<file path="src/rtl/vaddr_agu_pipe.sv">
// Virtual address generation: S1 operand register, address/fault evaluation, DEPTH-entry result FIFO.
// Define VADDR_AGU_SV57_EN to add the SV57 canonical-address page-fault check.
package vaddr_agu_pkg;
    typedef enum logic [3:0] {
        BARE = 4'd0,
        SV39 = 4'd8,
        SV48 = 4'd9,
        SV57 = 4'd10
    } satp_mode_t;

    typedef enum logic [2:0] {
        BYTE       = 3'd0,
        BYTE_U     = 3'd1,
        HALFWORD   = 3'd2,
        HALFWORD_U = 3'd3,
        WORD       = 3'd4,
        WORD_U     = 3'd5,
        DOUBLEWORD = 3'd6
    } ldst_type_t;

    typedef enum logic [1:0] {
        VADDER_NO_EXCEPT    = 2'd0,
        VADDER_ALIGN_EXCEPT = 2'd1,
        VADDER_PAGE_EXCEPT  = 2'd2
    } vadder_except_t;
endpackage

module vaddr_agu_pipe
    import vaddr_agu_pkg::*;
#(
    parameter int XLEN    = 64,
    parameter int I_IMM   = 12,
    parameter int IDX_LEN = 8,
    parameter int DEPTH   = 2
) (
    input  logic               clk_i,
    input  logic               rst_i,
    input  logic               flush_i,
    input  satp_mode_t         vm_mode_i,
    input  logic               valid_i,
    output logic               ready_o,
    input  logic               is_store_i,
    input  logic [XLEN-1:0]    rs1_value_i,
    input  logic [I_IMM-1:0]   imm_value_i,
    input  logic [IDX_LEN-1:0] idx_i,
    input  ldst_type_t         ldst_type_i,
    output logic               valid_o,
    input  logic               ready_i,
    output logic               is_store_o,
    output logic [XLEN-1:0]    vaddr_o,
    output logic [IDX_LEN-1:0] idx_o,
    output vadder_except_t     except_o
);
    localparam int PTR_W = $clog2(DEPTH);
    localparam int CNT_W = PTR_W + 1;

    logic               s1_valid_q, s1_valid_d;
    logic               s1_store_q;
    logic [XLEN-1:0]    s1_rs1_q;
    logic [I_IMM-1:0]   s1_imm_q;
    logic [IDX_LEN-1:0] s1_idx_q;
    ldst_type_t         s1_type_q;
    satp_mode_t         s1_mode_q;

    logic [XLEN-1:0]    s1_vaddr;
    logic               align_fault;
    logic               page_fault;
    vadder_except_t     s1_except;

    logic               mem_store_q [DEPTH];
    logic [XLEN-1:0]    mem_vaddr_q [DEPTH];
    logic [IDX_LEN-1:0] mem_idx_q   [DEPTH];
    vadder_except_t     mem_exc_q   [DEPTH];

    logic [CNT_W-1:0]   count_q, count_d;
    logic [PTR_W-1:0]   wr_ptr_q, wr_ptr_d;
    logic [PTR_W-1:0]   rd_ptr_q, rd_ptr_d;

    logic               accept;
    logic               push;
    logic               pop;

    assign valid_o = (count_q != '0);
    assign pop     = valid_o && ready_i && !flush_i;
    // A full FIFO can still take S1 when the head leaves in the same cycle.
    assign push    = s1_valid_q && !flush_i && ((count_q < CNT_W'(DEPTH)) || pop);
    assign ready_o = !s1_valid_q || push;
    assign accept  = valid_i && ready_o && !flush_i;

    assign s1_vaddr = s1_rs1_q + {{(XLEN-I_IMM){s1_imm_q[I_IMM-1]}}, s1_imm_q};

    always_comb begin
        align_fault = 1'b0;
        case (s1_type_q)
            HALFWORD, HALFWORD_U: align_fault = s1_vaddr[0];
            WORD, WORD_U:         align_fault = |s1_vaddr[1:0];
            DOUBLEWORD:           align_fault = |s1_vaddr[2:0];
            default:              align_fault = 1'b0;
        endcase
    end

    generate
        if (XLEN == 64) begin : g_pf64
            logic sv39_bad;
            logic sv48_bad;
            assign sv39_bad = (s1_vaddr[63:39] != {25{s1_vaddr[38]}});
            assign sv48_bad = (s1_vaddr[63:48] != {16{s1_vaddr[47]}});
`ifdef VADDR_AGU_SV57_EN
            logic sv57_bad;
            assign sv57_bad = (s1_vaddr[63:57] != {7{s1_vaddr[56]}});
`endif
            always_comb begin
                page_fault = 1'b0;
                case (s1_mode_q)
                    SV39:    page_fault = sv39_bad;
                    SV48:    page_fault = sv48_bad;
`ifdef VADDR_AGU_SV57_EN
                    SV57:    page_fault = sv57_bad;
`endif
                    default: page_fault = 1'b0;
                endcase
            end
        end else begin : g_pf_none
            assign page_fault = 1'b0;
        end
    endgenerate

    always_comb begin
        if (align_fault) begin
            s1_except = VADDER_ALIGN_EXCEPT;
        end else if (page_fault) begin
            s1_except = VADDER_PAGE_EXCEPT;
        end else begin
            s1_except = VADDER_NO_EXCEPT;
        end
    end

    always_comb begin
        s1_valid_d = s1_valid_q;
        count_d    = count_q;
        wr_ptr_d   = wr_ptr_q;
        rd_ptr_d   = rd_ptr_q;
        if (flush_i) begin
            s1_valid_d = 1'b0;
            count_d    = '0;
            wr_ptr_d   = '0;
            rd_ptr_d   = '0;
        end else begin
            if (accept) begin
                s1_valid_d = 1'b1;
            end else if (push) begin
                s1_valid_d = 1'b0;
            end
            count_d  = count_q + CNT_W'(push) - CNT_W'(pop);
            wr_ptr_d = wr_ptr_q + PTR_W'(push);
            rd_ptr_d = rd_ptr_q + PTR_W'(pop);
        end
    end

    always_ff @(posedge clk_i or posedge rst_i) begin
        if (rst_i) begin
            s1_valid_q <= 1'b0;
            s1_store_q <= 1'b0;
            s1_rs1_q   <= '0;
            s1_imm_q   <= '0;
            s1_idx_q   <= '0;
            s1_type_q  <= BYTE;
            s1_mode_q  <= BARE;
            count_q    <= '0;
            wr_ptr_q   <= '0;
            rd_ptr_q   <= '0;
        end else begin
            s1_valid_q <= s1_valid_d;
            count_q    <= count_d;
            wr_ptr_q   <= wr_ptr_d;
            rd_ptr_q   <= rd_ptr_d;
            if (accept) begin
                s1_store_q <= is_store_i;
                s1_rs1_q   <= rs1_value_i;
                s1_imm_q   <= imm_value_i;
                s1_idx_q   <= idx_i;
                s1_type_q  <= ldst_type_i;
                s1_mode_q  <= vm_mode_i;
            end
        end
    end

    always_ff @(posedge clk_i or posedge rst_i) begin
        if (rst_i) begin
            for (int i = 0; i < DEPTH; i++) begin
                mem_store_q[i] <= 1'b0;
                mem_vaddr_q[i] <= '0;
                mem_idx_q[i]   <= '0;
                mem_exc_q[i]   <= VADDER_NO_EXCEPT;
            end
        end else if (push) begin
            mem_store_q[wr_ptr_q] <= s1_store_q;
            mem_vaddr_q[wr_ptr_q] <= s1_vaddr;
            mem_idx_q[wr_ptr_q]   <= s1_idx_q;
            mem_exc_q[wr_ptr_q]   <= s1_except;
        end
    end

    // Stale entries stay in storage after pop/flush; mask them so an empty queue reads as zero.
    assign is_store_o = valid_o ? mem_store_q[rd_ptr_q] : 1'b0;
    assign vaddr_o    = valid_o ? mem_vaddr_q[rd_ptr_q] : '0;
    assign idx_o      = valid_o ? mem_idx_q[rd_ptr_q]   : '0;
    assign except_o   = valid_o ? mem_exc_q[rd_ptr_q]   : VADDER_NO_EXCEPT;
endmodule

</file>
<file path="config.mk">
export PLATFORM = sky130hd
export DESIGN_NAME = vaddr_agu_pipe
export DESIGN_NICKNAME = d
export VERILOG_FILES = /design/src/rtl/vaddr_agu_pipe.sv
export SDC_FILE = /design/constraint.sdc
export NUM_CORES = 1
export LEC_CHECK = 0
export CORE_AREA = 5 5 170 172
export DETAILED_ROUTE_END_ITERATION = 8
export DIE_AREA = 0 0 175 177
export PLACE_DENSITY = 0.88
export SLEW_MARGIN = 20
export SYNTH_ARGS = -nofsm -noshare
export SYNTH_HDL_FRONTEND = slang
export SYNTH_SLANG_ARGS = --single-unit
</file>
<file path="constraint.sdc">
create_clock -name clk_i -period 15 [get_ports clk_i]
set_clock_uncertainty 0.15 [all_clocks]
set_input_delay 3 -clock clk_i [delete_from_list [all_inputs] [get_ports clk_i]]
set_output_delay 3 -clock clk_i [all_outputs]
set_load 0.05 [all_outputs]
</file>
After elaboration in Yosys (flattened, before gate mapping)
Index checks and enable logic that the tools add are counted.

storage, ports and cells
  output and inout port bits = 77
  word-level logic and storage cells = 93
  bits of input ports = 97
  bits in registers = 247

operators by class
  multiplexer cells = 38
  equal/unequal tests = 9
  reductions and logical operators = 17
  order comparisons = 4
  $add $sub $neg = 5
  bitwise operators = 2

operators by type and width
  kind                                                             number
  64-bit two-way mux                                               5
  128-bit bitwise mux                                              1
  64-bit adder                                                     1
  64-bit demux with 1-bit select                                   1
  8-bit two-way mux                                                5
  25-bit != test                                                   1
  16-bit bitwise mux                                               1
  2-bit two-way mux                                                8
  16-bit != test                                                   1
  1-bit two-way mux                                                10
  3-bit == test, second input constant                             3
  8-bit demux with 1-bit select                                    1
  4-bit == test, second input constant                             2
  1-bit logical AND                                                7
  3-bit by 2-bit == test with 1-bit output, second input constant  2
  2-bit OR reduction                                               3
  4-bit bitwise mux                                                1
  2-bit greater-or-equal comparator, second input constant         2
  1-bit NOT with 2-bit output                                      2
  1-bit one-hot mux with 3 select lines                            1
  3-bit nonzero test                                               1
  3-bit OR reduction                                               1
  1-bit adder                                                      2
  2-bit by 1-bit adder with 2-bit output                           1
  other kinds (10)                                                 12

Depth between registers and ports, before layout
Gate-level depths: netlist of the first run.

  depth in word-level cells = 10
  mapped depth = 13

Worst setup path after synthesis of the first run
Ideal clock, no wire load.

  path type = input -> output
  start = input port ready_i
  end = output port ready_o
  path buffers = 0
  cell stages on the path = 3
  data required time = 11850 ps
  arrival = 3867 ps
  path slack = 7983 ps
  cell sequence = nor2b_1 or3b_2 nand2_1

between the ends
  cells in the longest elaborated chain, start to end = 5

RTL lines
  item                            line  source
  start, declared                 48    input logic ready_i,
  1-bit logical AND (2 in a row)  84    assign pop = valid_o && ready_i && !flush_i;
  1-bit logical OR                86    assign push = s1_valid_q && !flush_i && ((count_q < CNT_W'(DEPTH)) || pop);
  1-bit logical AND               86
  1-bit logical OR                87    assign ready_o = !s1_valid_q || push;
  end, declared                   41    output logic ready_o,

Every way passes these cells.

Worst setup path in the final report of the first run
  start = input port flush_i
  end = output port ready_o

between the ends
  cells in the longest elaborated chain, start to end = 5
  elaborated cells between the ends (all ways) = 6

RTL lines
  item                   line    source
  start, declared        38      input logic flush_i,
  1-bit zero test (*)    84, 86
  1-bit logical AND      84
  1-bit logical OR       86
  1-bit logical AND (*)  86
  1-bit logical OR (*)   87

Mark *: on every way between the ends. The rest lies on a longest branch, timed or not.

==> flow_metrics.env, run 1 <==
export IMPL_via_per_inst=6.25
export IMPL_peakVddDrop_v=0.000125
export IMPL_synth_seq_cells=247
export IMPL_wl_per_cell_um=21.6
export IMPL_yosysWarnings=0
export IMPL_wirelength_um=42700
export IMPL_numPortBuffers=173
export IMPL_status="finished clean"
export IMPL_antenna_cells=0
export IMPL_power_leakage_uw=0.00730
export IMPL_max_slew_margin_pct=32.6
export IMPL_clock_sinks=247
export IMPL_fin_cells=1980
export IMPL_fin_hold_ws_ps=354
export IMPL_arrival_ps=5000
export IMPL_synthesis_area_mm2=0.0152
export IMPL_ios=174
export IMPL_avgSynthCellArea_um2=10.2
export IMPL_layout_drive_gt1_share_pct=19.3
export IMPL_seq_area_frac_synth_pct=40.7
export IMPL_postCtsSetupRepairBufs=0
export IMPL_power_density_mw_per_mm2=177
export IMPL_crit_fanout=8
export IMPL_clk_latency_ps=550
export IMPL_yosys_top_cells_area="dfrtp_1 (41%), mux2_2 (17%), ha_1 (5.5%)"
export IMPL_synth_nets=1652
export IMPL_gr_total_overflow=0
export IMPL_area_growth_pct=18.3
export IMPL_clkPwrFrac_pct=20.0
export IMPL_root_buffer="clkbuf_16"
export IMPL_core_mm2=0.0273
export IMPL_initial_utilization_pct=55.6
export IMPL_swShare_pct=41.6
export IMPL_hold_violations=0
export IMPL_grt_usage_pct=27.1
export IMPL_grt_max_degree=96
export IMPL_crit_type="input port to primary output"
export IMPL_rrSetupSlack_ps=9690
export IMPL_clock_fmax_ghz=0.123
export IMPL_end_kind="primary output"
export IMPL_netlist_instances=1487
export IMPL_synth_top_area_share_pct=40.7
export IMPL_cts_made_buffers=26
export IMPL_internal_power_uw=1860
export IMPL_dp_cells=1933
export IMPL_min_delay_path_class="register to register"
export IMPL_num_nets_final=1780
export IMPL_cts_resized=0
export IMPL_clock_path_buffers=3
export IMPL_rsz0062_at_grt="no"
export IMPL_clk_transition_reported_paths_ps=60
export IMPL_vias=12400
export IMPL_row_count=61
export IMPL_ctsHtreeMaxLevel=1
export IMPL_ant_nets=0
export IMPL_hpwlAfterDp_um=31900
export IMPL_die_y_um=177
export IMPL_ctsHoldBuffers=0
export IMPL_sequentialPowerShare_pct=32.2
export IMPL_min_period_ps=8150
export IMPL_fp_dieW_um=175
export IMPL_gp_congestion=0.931
export IMPL_first_pass_iters=5
export IMPL_yosysTopAreaCell="dfrtp_1"
export IMPL_cts_tree="done"
export IMPL_grt_pass1_vias=12800
export IMPL_drcViolationCount=0
export IMPL_antenna_found_initial=3
export IMPL_power_frac_comb_pct=47.8
export IMPL_synthFlopType="dfrtp_1"
export IMPL_yosysUniqueCellTypes=81
export IMPL_async_flop_share_pct=100
export IMPL_p_sw_uw=1320
export IMPL_fin_crit_sh_pct=54.3
export IMPL_drv_cap=0
export IMPL_grt_first_pass_wirelength_um=68500
export IMPL_cp_start_kind="input port"
export IMPL_final_core_util_pct=65.8
export IMPL_setup_viol=0
export IMPL_dieArea_mm2=0.0310
export IMPL_synth_edf_count=0
export IMPL_fin_setup_tns_ps=0
export IMPL_tightest_slew_ps=1010
export IMPL_drt_iter0_drc=929
export IMPL_maxSlewViolCount=0
export IMPL_cp_required_ps=11850
final timing paths:
path	end	from	depth (start not counted)
hold / removal	mem_vaddr_q[87]	mem_vaddr_q[87]	1
min in group asynchronous	mem_vaddr_q[9]	rst_i	2
max in group asynchronous	s1_imm_q[11]	rst_i	3
hold reg to reg	mem_vaddr_q[87]	mem_vaddr_q[87]	1
setup reg to reg	mem_exc_q[3]	s1_imm_q[11]	13
setup / recovery	ready_o	flush_i	4
cell usage after synthesis (all sizes together), types with 5 or more instances:
library cell,n
dfrtp,247
mux2,234
nor2,167
a21oi,115
nand2,100
mux2i,78
o21ai,73
ha,67
clkbuf,44
nand4,39
buf,37
xnor2,28
xor2,26
nand3,19
inv,18
nor3,18
a211oi,14
a21o,14
nor4,13
o211ai,9
or3,8
and3,7
nor2b,7
o21bai,7
and2,6
a41oi,5
o31ai,5
cells by family (layout without fill, tap and decap cells):
group                    after synthesis  count (layout)  share of synthesized area [%]
buffers and inverters                 99             246                           2.67
XOR/XNOR                              54              54                           3.11
adder cells (fa/ha/maj)               68              68                           5.65
AO/OA/AOI/OAI                        298             298                           12.5
multiplexers                         312             312                           22.5
flip-flops                           247             247                           40.7
AND/OR/NAND/NOR                      409             409                           12.9
through the flow:
stage | total power, uW | area (um2) | setup slack [ps]
floorplan | 2090 | 15200 | 5060
global placement | 2470 | 17100 | 6900
detailed placement | 2530 | 17100 | 6860
CTS | 3170 | 18000 | 6850
global route | 3370 | 18000 | 6800
finish | 3180 | 18000 | 6850
routing by layer:
metal	vias to the layer above	share of wire [%]	global-route usage (%)
li1	5692	-	-
met1	6172	44	37.1
met2	424	47	45.2
met3	77	6.7	5.30
met4	6	2.4	6.15
met5	-	0.091	0
flip-flops by register name, indices dropped and copies added (netlist names):
signal,count
mem_vaddr_q,128
wr_ptr_q,1
count_q,2
mem_store_q,2
s1_rs1_q,64
rd_ptr_q,1
s1_mode_q,4
s1_imm_q,12
s1_valid_q,1
s1_store_q,1
mem_exc_q,4
mem_idx_q,16
s1_type_q,3
s1_idx_q,8
power groups by stage:
stage | clock network, uW | logic, uW | registers [uW]
3_3_place_gp | 0 | 1450 | 1010
6_report | 637 | 1520 | 1030
5_1_grt | 677 | 1640 | 1050
2_1_floorplan | 0 | 1100 | 989
3_5_place_dp | 0 | 1490 | 1040
4_1_cts | 646 | 1500 | 1030
cell usage in the layout (no fill, tap or decap), types with 7 or more instances in the layout:
cell	count
nor2b_1	7
xor2_1	26
inv_1	17
dfrtp_1	245
buf_4	8
a21o_1	14
clkbuf_16	26
o211ai_1	9
a211oi_1	11
mux2_2	234
xnor2_1	28
and3_1	7
clkbuf_8	7
nor4_1	11
clkbuf_1	7
clkdlybuf4s50_1	173
nand3_1	19
nand2_1	98
nand4_1	38
o21ai_0	57
o21ai_1	15
mux2i_1	78
o21bai_1	7
nor3_1	17
or3_1	7
a21oi_1	112
ha_1	65
nor2_1	166
area by class of cell:
type,count,area [um2]
inverters,18,75.1
flip-flops and latches,247,6190
multi-input cells,1141,8650
clock buffers,40,773
clock inverters,7,73.8
well taps,346,433
repair buffers,181,1790
fillers,2084,9340
worst max-delay path, stage by stage:
cell,delay (ps)
clkdlybuf4s50_1,530
or3b_2,550
nand2_1,110
clkdlybuf4s50_1,810
No activity file was read; power rests on OpenSTA's default activity.
==> run 2, diff against run 1 <==
CORE_AREA = 5 5 177 179   (was 5 5 170 172)
DIE_AREA = 0 0 182 184   (was 0 0 175 177)
PLACE_DENSITY = 0.85   (was 0.88)
clock period = 6.58 ns   (was 15 ns; I/O delays follow)
==> flow_metrics.env, run 2 (synthesized netlist as in run 1, its figures left out) <==
export IMPL_r2r_end="mem_exc_q[1]"
export IMPL_ios=174
export IMPL_num_nets_final=1784
export IMPL_die_y_um=184
export IMPL_total_power_uw=7440
export IMPL_rr_startpoint="s1_imm_q[11]"
export IMPL_area_growth_pct=19.8
export IMPL_clk_latency_ps=560
export IMPL_drt_iter0_drc=905
export IMPL_initial_utilization_pct=51.7
export IMPL_dieArea_mm2=0.0335
export IMPL_maxSlewViolCount=0
export IMPL_grt_max_degree=130
export IMPL_swShare_pct=40.7
export IMPL_cts_tree="done"
export IMPL_internal_power_uw=4410
export IMPL_top_register="mem_vaddr_q"
export IMPL_largest_registers="mem_vaddr_q (128), s1_rs1_q (64), mem_idx_q (16)"
export IMPL_rrSetupSlack_ps=1590
export IMPL_clock_fmax_ghz=0.200
export IMPL_gp_congestion=0.981
export IMPL_layout_drive_gt1_share_pct=20.0
export IMPL_cts_made_buffers=27
export IMPL_cp_num_buf_inv=0
export IMPL_core_mm2=0.0294
export IMPL_rsz0062_at_grt="no"
export IMPL_power_leakage_uw=0.00738
export IMPL_grt_first_pass_wirelength_um=68100
export IMPL_power_density_mw_per_mm2=408
export IMPL_gr_total_overflow=0
export IMPL_root_buffer="clkbuf_16"
export IMPL_row_count=63
export IMPL_ctsHtreeMaxLevel=1
export IMPL_wl_per_cell_um=20.9
export IMPL_min_delay_path_class="register to register"
export IMPL_ant_nets=0
export IMPL_grt_pass1_vias=12500
export IMPL_ctsHoldBuffers=0
export IMPL_clk_transition_reported_paths_ps=60
export IMPL_tightest_slew_ps=1060
export IMPL_fillers=2287
export IMPL_antenna_found_initial=4
export IMPL_slowest_delay_ps=840
export IMPL_power_frac_comb_pct=46.0
export IMPL_status="finished clean"
export IMPL_r2r_cells=12
export IMPL_path_cells="ha_1, a21oi_1, o21ai_0, a32oi_1, a21boi_0, nor2_1, o21ai_1, a41oi_1, xnor2_1, or4b_1, a21oi_2, o32ai_1"
export IMPL_grt_usage_pct=24.9
export IMPL_fin_setup_tns_ps=0
export IMPL_path_delay_family="compound AO/OA/AOI/OAI gates"
export IMPL_via_per_inst=6.08
export IMPL_arrival_ps=5220
export IMPL_hold_end="mem_vaddr_q[125]"
export IMPL_hold_start="mem_vaddr_q[125]"
export IMPL_end_kind="register"
export IMPL_cp_required_ps=6820
export IMPL_slowest_stage="dfrtp_2"
export IMPL_holdPathStages=1
export IMPL_sequentialPowerShare_pct=31.7
export IMPL_final_cell_mix="dfrtp_1 (245), mux2_2 (234), clkdlybuf4s50_1 (173)"
export IMPL_clock_path_buffers=3
export IMPL_crit_type="register to register"
export IMPL_drcViolationCount=0
export IMPL_fin_crit_sh_pct=75.8
export IMPL_peakVddDrop_v=0.000265
export IMPL_hold_violations=0
export IMPL_numPortBuffers=173
export IMPL_p_sw_uw=3030
export IMPL_hpwlAfterDp_um=31700
export IMPL_postCtsSetupRepairBufs=0
export IMPL_first_pass_iters=6
export IMPL_max_slew_margin_pct=28.7
export IMPL_vias=12400
export IMPL_clkPwrFrac_pct=22.4
export IMPL_final_common_cell="dfrtp_1"
export IMPL_fp_dieW_um=182
export IMPL_cp_start_kind="register"
export IMPL_setup_viol=0
export IMPL_wirelength_um=42400
export IMPL_cts_resized=0
export IMPL_clock_sinks=247
export IMPL_largest_reg_flops=128
export IMPL_min_period_ps=4990
export IMPL_crit_fanout=36
export IMPL_drv_cap=0
run 2: routing by layer:
| metal | wire length (um) | GRT usage, % | up-vias |
|---|---|---|---|
| met5 | 59 | 0 | - |
| met4 | 850 | 4.89 | 8 |
| met3 | 3130 | 4.77 | 64 |
| met2 | 20000 | 41.2 | 469 |
| met1 | 18400 | 34.4 | 6096 |
| li1 | - | - | 5715 |
run 2: power groups by stage:
stage | Clock (uW) | Sequential (uW) | Combinational, uW
after floorplan | 0 | 2260 | 2510
after global placement | 0 | 2330 | 3290
after detailed placement | 0 | 2380 | 3360
after CTS | 1690 | 2350 | 3390
after global routing | 1750 | 2410 | 3710
final | 1660 | 2360 | 3420
run 2: worst max-delay path by stage:
stage,from,end,slack (ps),cells past startpoint
after floorplan,rst_i,count_q[0],1870,1
after global placement,flush_i,ready_o,1820,4
after detailed placement,flush_i,ready_o,1790,4
after CTS,flush_i,ready_o,1790,4
after global routing,s1_imm_q[11],mem_exc_q[1],1330,12
final,s1_imm_q[11],mem_exc_q[1],1590,12
run 2: layout make-up:
| class | count | area [um2] | area share, % |
|---|---|---|---|
| diodes | 1 | 2.50 | 0.0137 |
| well taps | 390 | 488 | 2.68 |
| flip-flops and latches | 247 | 6190 | 34.0 |
| clock buffers | 33 | 748 | 4.11 |
| multi-input cells | 1141 | 8650 | 47.5 |
| inverters | 18 | 71.3 | 0.392 |
| repair buffers | 184 | 1830 | 10.0 |
| clock inverters | 17 | 244 | 1.34 |
run 2: worst reg2reg max path: stages (launching register included):
cell	delay, ps
dfrtp_2	840
ha_1	480
a21oi_1	270
o21ai_0	220
a32oi_1	630
a21boi_0	270
nor2_1	370
o21ai_1	200
a41oi_1	300
xnor2_1	250
or4b_1	550
a21oi_2	180
o32ai_1	110
run 2: through the flow:
step	std cells	hold WS [ps]	setup WS [ps]	instance area, um2	utilization (%)
finish	2031	355	1590	18200	62.0
global route	2030	365	1330	18200	61.9
CTS	2030	357	1790	18200	61.9
detailed placement	1980	343	1790	17200	58.6
global placement	1980	333	1820	17200	58.6
floorplan	1487	322	1870	15200	-
==> run 3, diff against run 2 <==
clock period = 4.2 ns   (was 6.58 ns; I/O delays follow)
==> flow_metrics.env, run 3 (synthesized netlist as in run 1, its figures left out) <==
export IMPL_wl_per_cell_um=21.2
export IMPL_swShare_pct=40.9
export IMPL_final_core_util_pct=65.8
export IMPL_crit_type="register to register"
export IMPL_cp_start_kind="register"
export IMPL_setup_viol=0
export IMPL_fillers=2242
export IMPL_via_per_inst=6.00
export IMPL_largest_reg_flops=128
export IMPL_dp_cells=2084
export IMPL_ant_nets=0
export IMPL_peakVddDrop_v=0.000386
export IMPL_largest_registers="mem_vaddr_q (128), s1_rs1_q (64), mem_idx_q (16)"
export IMPL_final_common_cell="dfrtp_1"
export IMPL_design_area_mm2=0.0193
export IMPL_crit_fanout=19
export IMPL_first_pass_iters=5
export IMPL_grtUsageMet2_pct=44.0
export IMPL_busiest_layer="met2"
export IMPL_arrival_ps=4380
export IMPL_fp_dieW_um=182
export IMPL_path_delay_family="compound AO/OA/AOI/OAI gates"
export IMPL_antenna_found_initial=2
export IMPL_pre_cts_slack_ps=-60.4
export IMPL_drcViolationCount=0
export IMPL_rrSetupSlack_ps=110
export IMPL_min_delay_path_class="register to register"
export IMPL_cpMostUsedCell="buf_4"
export IMPL_status="finished clean"
export IMPL_grt_max_degree=128
export IMPL_path_cells="buf_12, ha_1, nand4_1, buf_4, inv_1, a21o_1, a221o_1, nor2_1, o21ai_2, buf_4, a41oi_1, xnor2_2, or4b_1, a21oi_2, o32ai_1"
export IMPL_clkPwrFrac_pct=19.9
export IMPL_grt_pass1_vias=13200
export IMPL_max_slew_margin_pct=43.0
export IMPL_gp_congestion=1.02
export IMPL_ctsHtreeMaxLevel=1
export IMPL_clock_sinks=247
export IMPL_min_period_ps=4090
export IMPL_grt_first_pass_wirelength_um=72600
export IMPL_placed_cell_area_mm2=0.0181
export IMPL_drt_iter0_drc=960
export IMPL_clk_transition_reported_paths_ps=70
export IMPL_maxSlewViolCount=0
export IMPL_total_power_uw=12300
export IMPL_die_y_um=184
export IMPL_cts_made_buffers=28
export IMPL_wirelength_um=45300
export IMPL_area_growth_pct=27.2
export IMPL_initial_utilization_pct=51.7
export IMPL_num_nets_final=1892
export IMPL_clk_latency_ps=560
export IMPL_cts_tree="done"
export IMPL_power_density_mw_per_mm2=635
export IMPL_power_leakage_uw=0.00793
export IMPL_layout_drive_gt1_share_pct=27.4
export IMPL_p_sw_uw=5020
export IMPL_clock_fmax_ghz=0.244
export IMPL_fin_cells=2138
export IMPL_slowest_delay_ps=510
export IMPL_hold_violations=0
export IMPL_final_cell_mix="dfrtp_1 (245), mux2_2 (234), clkdlybuf4s50_1 (173)"
export IMPL_clock_path_buffers=3
export IMPL_power_frac_comb_pct=50.2
export IMPL_internal_power_uw=7260
export IMPL_hpwlAfterDp_um=34200
export IMPL_slowest_stage="or4b_1"
export IMPL_numPortBuffers=173
export IMPL_row_count=63
export IMPL_use_met1_pct=36.5
export IMPL_cp_required_ps=4490
export IMPL_core_mm2=0.0294
export IMPL_gr_usage_met3_pct=4.97
export IMPL_fin_ws_ps=110
export IMPL_dieArea_mm2=0.0335
export IMPL_gr_total_overflow=0
export IMPL_root_buffer="clkbuf_16"
export IMPL_top_register="mem_vaddr_q"
export IMPL_end_kind="register"
export IMPL_fin_crit_sh_pct=97.4
export IMPL_ios=174
export IMPL_cp_num_buf_inv=4
export IMPL_drv_cap=0
export IMPL_sequentialPowerShare_pct=29.9
export IMPL_tightest_slew_ps=842
export IMPL_vias=12800
export IMPL_grt_usage_pct=26.7
## run 3: cell types whose count changed in the layout (fill, tap and decap cells not counted), sizes merged
cell and change:
buf +107, bufinv -4, clkbuf +8, clkinv -1, clkinvlp -3
## run 3: worst register-to-register path, cell delays in order, from the launching register on
cell	delay (ps)
dfrtp_2	440
buf_12	180
ha_1	390
nand4_1	220
buf_4	150
inv_1	80
a21o_1	240
a221o_1	440
nor2_1	210
o21ai_2	110
buf_4	150
a41oi_1	260
xnor2_2	180
or4b_1	510
a21oi_2	170
o32ai_1	100
## run 3: final cells by class
cell class                 instances  area [um2]  area share (%)
tap                              390         488            2.52
antenna                            1        2.50          0.0129
clock buffer                      41         830            4.29
multi-input combinational       1141        8910            46.1
inverter                          18        71.3           0.369
clock inverter                     9         109           0.563
timing repair buffer             291        2740            14.2
sequential                       247        6190            32.0
## run 3: path summary, 6_finish.rpt
path                                 start         endpoint  depth (start not counted)
max                           s1_imm_q[11]     mem_exc_q[1]                         15
min                        mem_vaddr_q[81]  mem_vaddr_q[81]                          1
max reg2reg                   s1_imm_q[11]     mem_exc_q[1]                         15
min reg2reg                mem_vaddr_q[81]  mem_vaddr_q[81]                          1
max in group asynchronous            rst_i         rd_ptr_q                          3
min in group asynchronous            rst_i   mem_vaddr_q[4]                          3
## run 3: layer usage
layer / wire (um) / vias to the layer above
li1: - / 5926
met1: 19600 / 6318
met2: 21200 / 476
met3: 3150 / 103
met4: 1350 / 4
met5: 23 / -
## run 3: per-stage QoR
stage	hold slack (ps)	setup TNS, ps
3_3_place_gp	331	-85.9
3_5_place_dp	344	-120
5_1_grt	360	-50.7
2_1_floorplan	322	-9270
4_1_cts	358	0
6_report	354	0
## run 3: power groups by stage
| stage | clock network, uW | registers, uW | logic [uW] |
|---|---|---|---|
| 2_1_floorplan | 0 | 3530 | 3930 |
| 3_3_place_gp | 0 | 3630 | 5780 |
| 3_5_place_dp | 0 | 3690 | 5880 |
| 4_1_cts | 2500 | 3670 | 5950 |
| 5_1_grt | 2600 | 3770 | 6620 |
| 6_report | 2450 | 3670 | 6160 |
## run 3: repair_timing
| action | 4_1_cts | 5_1_grt |
|---|---|---|
| hold buffers | 0 | 0 |
| endpoints found under the setup margin | 2 | 2 |
| pin swaps | 0 | 12 |
| buffers inserted | 0 | 3 |
| resized for setup | 3 | 58 |
==> variant: new RTL, settings of run 3 <==
The option `VADDR_AGU_SV57_EN` is turned on by a define.
--- a/src/rtl/vaddr_agu_pipe.sv
+++ b/src/rtl/vaddr_agu_pipe.sv
@@ -1,5 +1,7 @@
 // Virtual address generation: S1 operand register, address/fault evaluation, DEPTH-entry result FIFO.
 // Define VADDR_AGU_SV57_EN to add the SV57 canonical-address page-fault check.
+`define VADDR_AGU_SV57_EN
+
 package vaddr_agu_pkg;
     typedef enum logic [3:0] {
         BARE = 4'd0,
Formal check against the unedited RTL: not equivalent (a bounded check fails within 4 cycles, from zero or initial values and one cycle with rst_i high).
==> variant against run 3 <==
- the run now ends with negative setup slack left
- sequential cell count stayed put
- total power is 7.3% higher
- wire length is 3.7% higher
- critical path depth is 3 higher
- synthesized area hardly changed
- design area is 9.0% higher
- sequential power is 1% higher
- setup slack worse by 0.22 ns
- count of clock-buffer cells in the layout is 4 lower
- critical path type unchanged
==> variant: results (changes against run 3) <==
| Metric | Value |
|---|---|
| Tot GR Track Use | 0.276 (+0.00900) |
| Met2 WL | 22.5 mm (+6.3%) |
| Pre-CTS setup slack | -0.265 ns (-0.204 ns) |
| Met1 GRT Util | 0.361 (-0.00484) |
| Area of placed instances | 19,400 sq um (+7.1%) |
| DP HPWL | 35.0 mm (+2.3%) |
| Sequential area share after synthesis | 0.407 (about the same) |
| Vias in the first global route | 14.2k (+6.9%) |
| Number of antenna diodes | 0 (-1) |
| Post-synth top cells | 247 x dfrtp_1, 234 x mux2_2, 140 x nor2_1 |
| Largest net degree at the start of global routing | 77 (-40%) |
| Outcome | finished with violations |
| Share of cells above drive strength 1 | 0.375 (+0.101) |
| Setup WS post-layout | -0.111 ns (-0.221 ns) |
| CP max stage cell | or4_4 |
| First-pass GRT wire length | 75.4 mm (+3.8%) |
| Count of cell types in the netlist | 79 (-2.5%) |
| Gpl congestion | 0.981 (-4.1%) |
| Met1 wire length | 19.7 mm (+0.29%) |
| Cts repair resizes | 89 (+86) |
| Initial DRC count | 1,007 (+4.9%) |
| CP delay by family, top | simple AND/OR/NAND/NOR gates |
| # setup viols final | 2 (+2) |
| Post-synthesis cell count | 1,463 (-1.6%) |
| Failing checks | negative setup slack |
| Wire length per cell | 20.4 microns (-3.6%) |
## variant: path summary, 6_finish.rpt
path / start / cells past startpoint / end / slack (ns)
min in group asynchronous: rst_i / 2 / s1_rs1_q[52]$_DFFE_PP0P_ / 0.63
min reg2reg: mem_vaddr_q[33]$_DFFE_PP0P_ / 1 / mem_vaddr_q[33]$_DFFE_PP0P_ / 0.35
max: s1_imm_q[11]$_DFFE_PP0P_ / 18 / mem_exc_q[1]$_DFFE_PP0P_ / -0.11
max reg2reg: s1_imm_q[11]$_DFFE_PP0P_ / 18 / mem_exc_q[1]$_DFFE_PP0P_ / -0.11
max in group asynchronous: rst_i / 3 / mem_exc_q[0]$_DFFE_PP0P_ / 2.41
min: mem_vaddr_q[33]$_DFFE_PP0P_ / 1 / mem_vaddr_q[33]$_DFFE_PP0P_ / 0.35
## variant: power groups by stage
stage | Combinational (uW) | Clock, uW | Sequential (uW)
2_1_floorplan | 3910 | 0 | 3540
3_3_place_gp | 6450 | 0 | 3630
3_5_place_dp | 6600 | 0 | 3710
4_1_cts | 7000 | 2260 | 3700
5_1_grt | 7730 | 2370 | 3810
6_report | 7230 | 2230 | 3710
## variant: area by class of cell
cell class	count	area (sq um)
flip-flops and latches	247	6190
repair buffers	484	4240
clock buffers	37	773
fillers	1993	8320
inverters	25	97.6
multi-input cells	1107	9240
well taps	390	488
clock inverters	9	51.3
## variant: logic make-up after synthesis
| group | synth area share |
|---|---|
| AO/OA/AOI/OAI | 0.124 |
| XOR/XNOR | 0.0323 |
| adder cells (fa/ha/maj) | 0.0565 |
| buffers and inverters | 0.0317 |
| flip-flops | 0.407 |
| multiplexers | 0.224 |
| AND/OR/NAND/NOR | 0.124 |
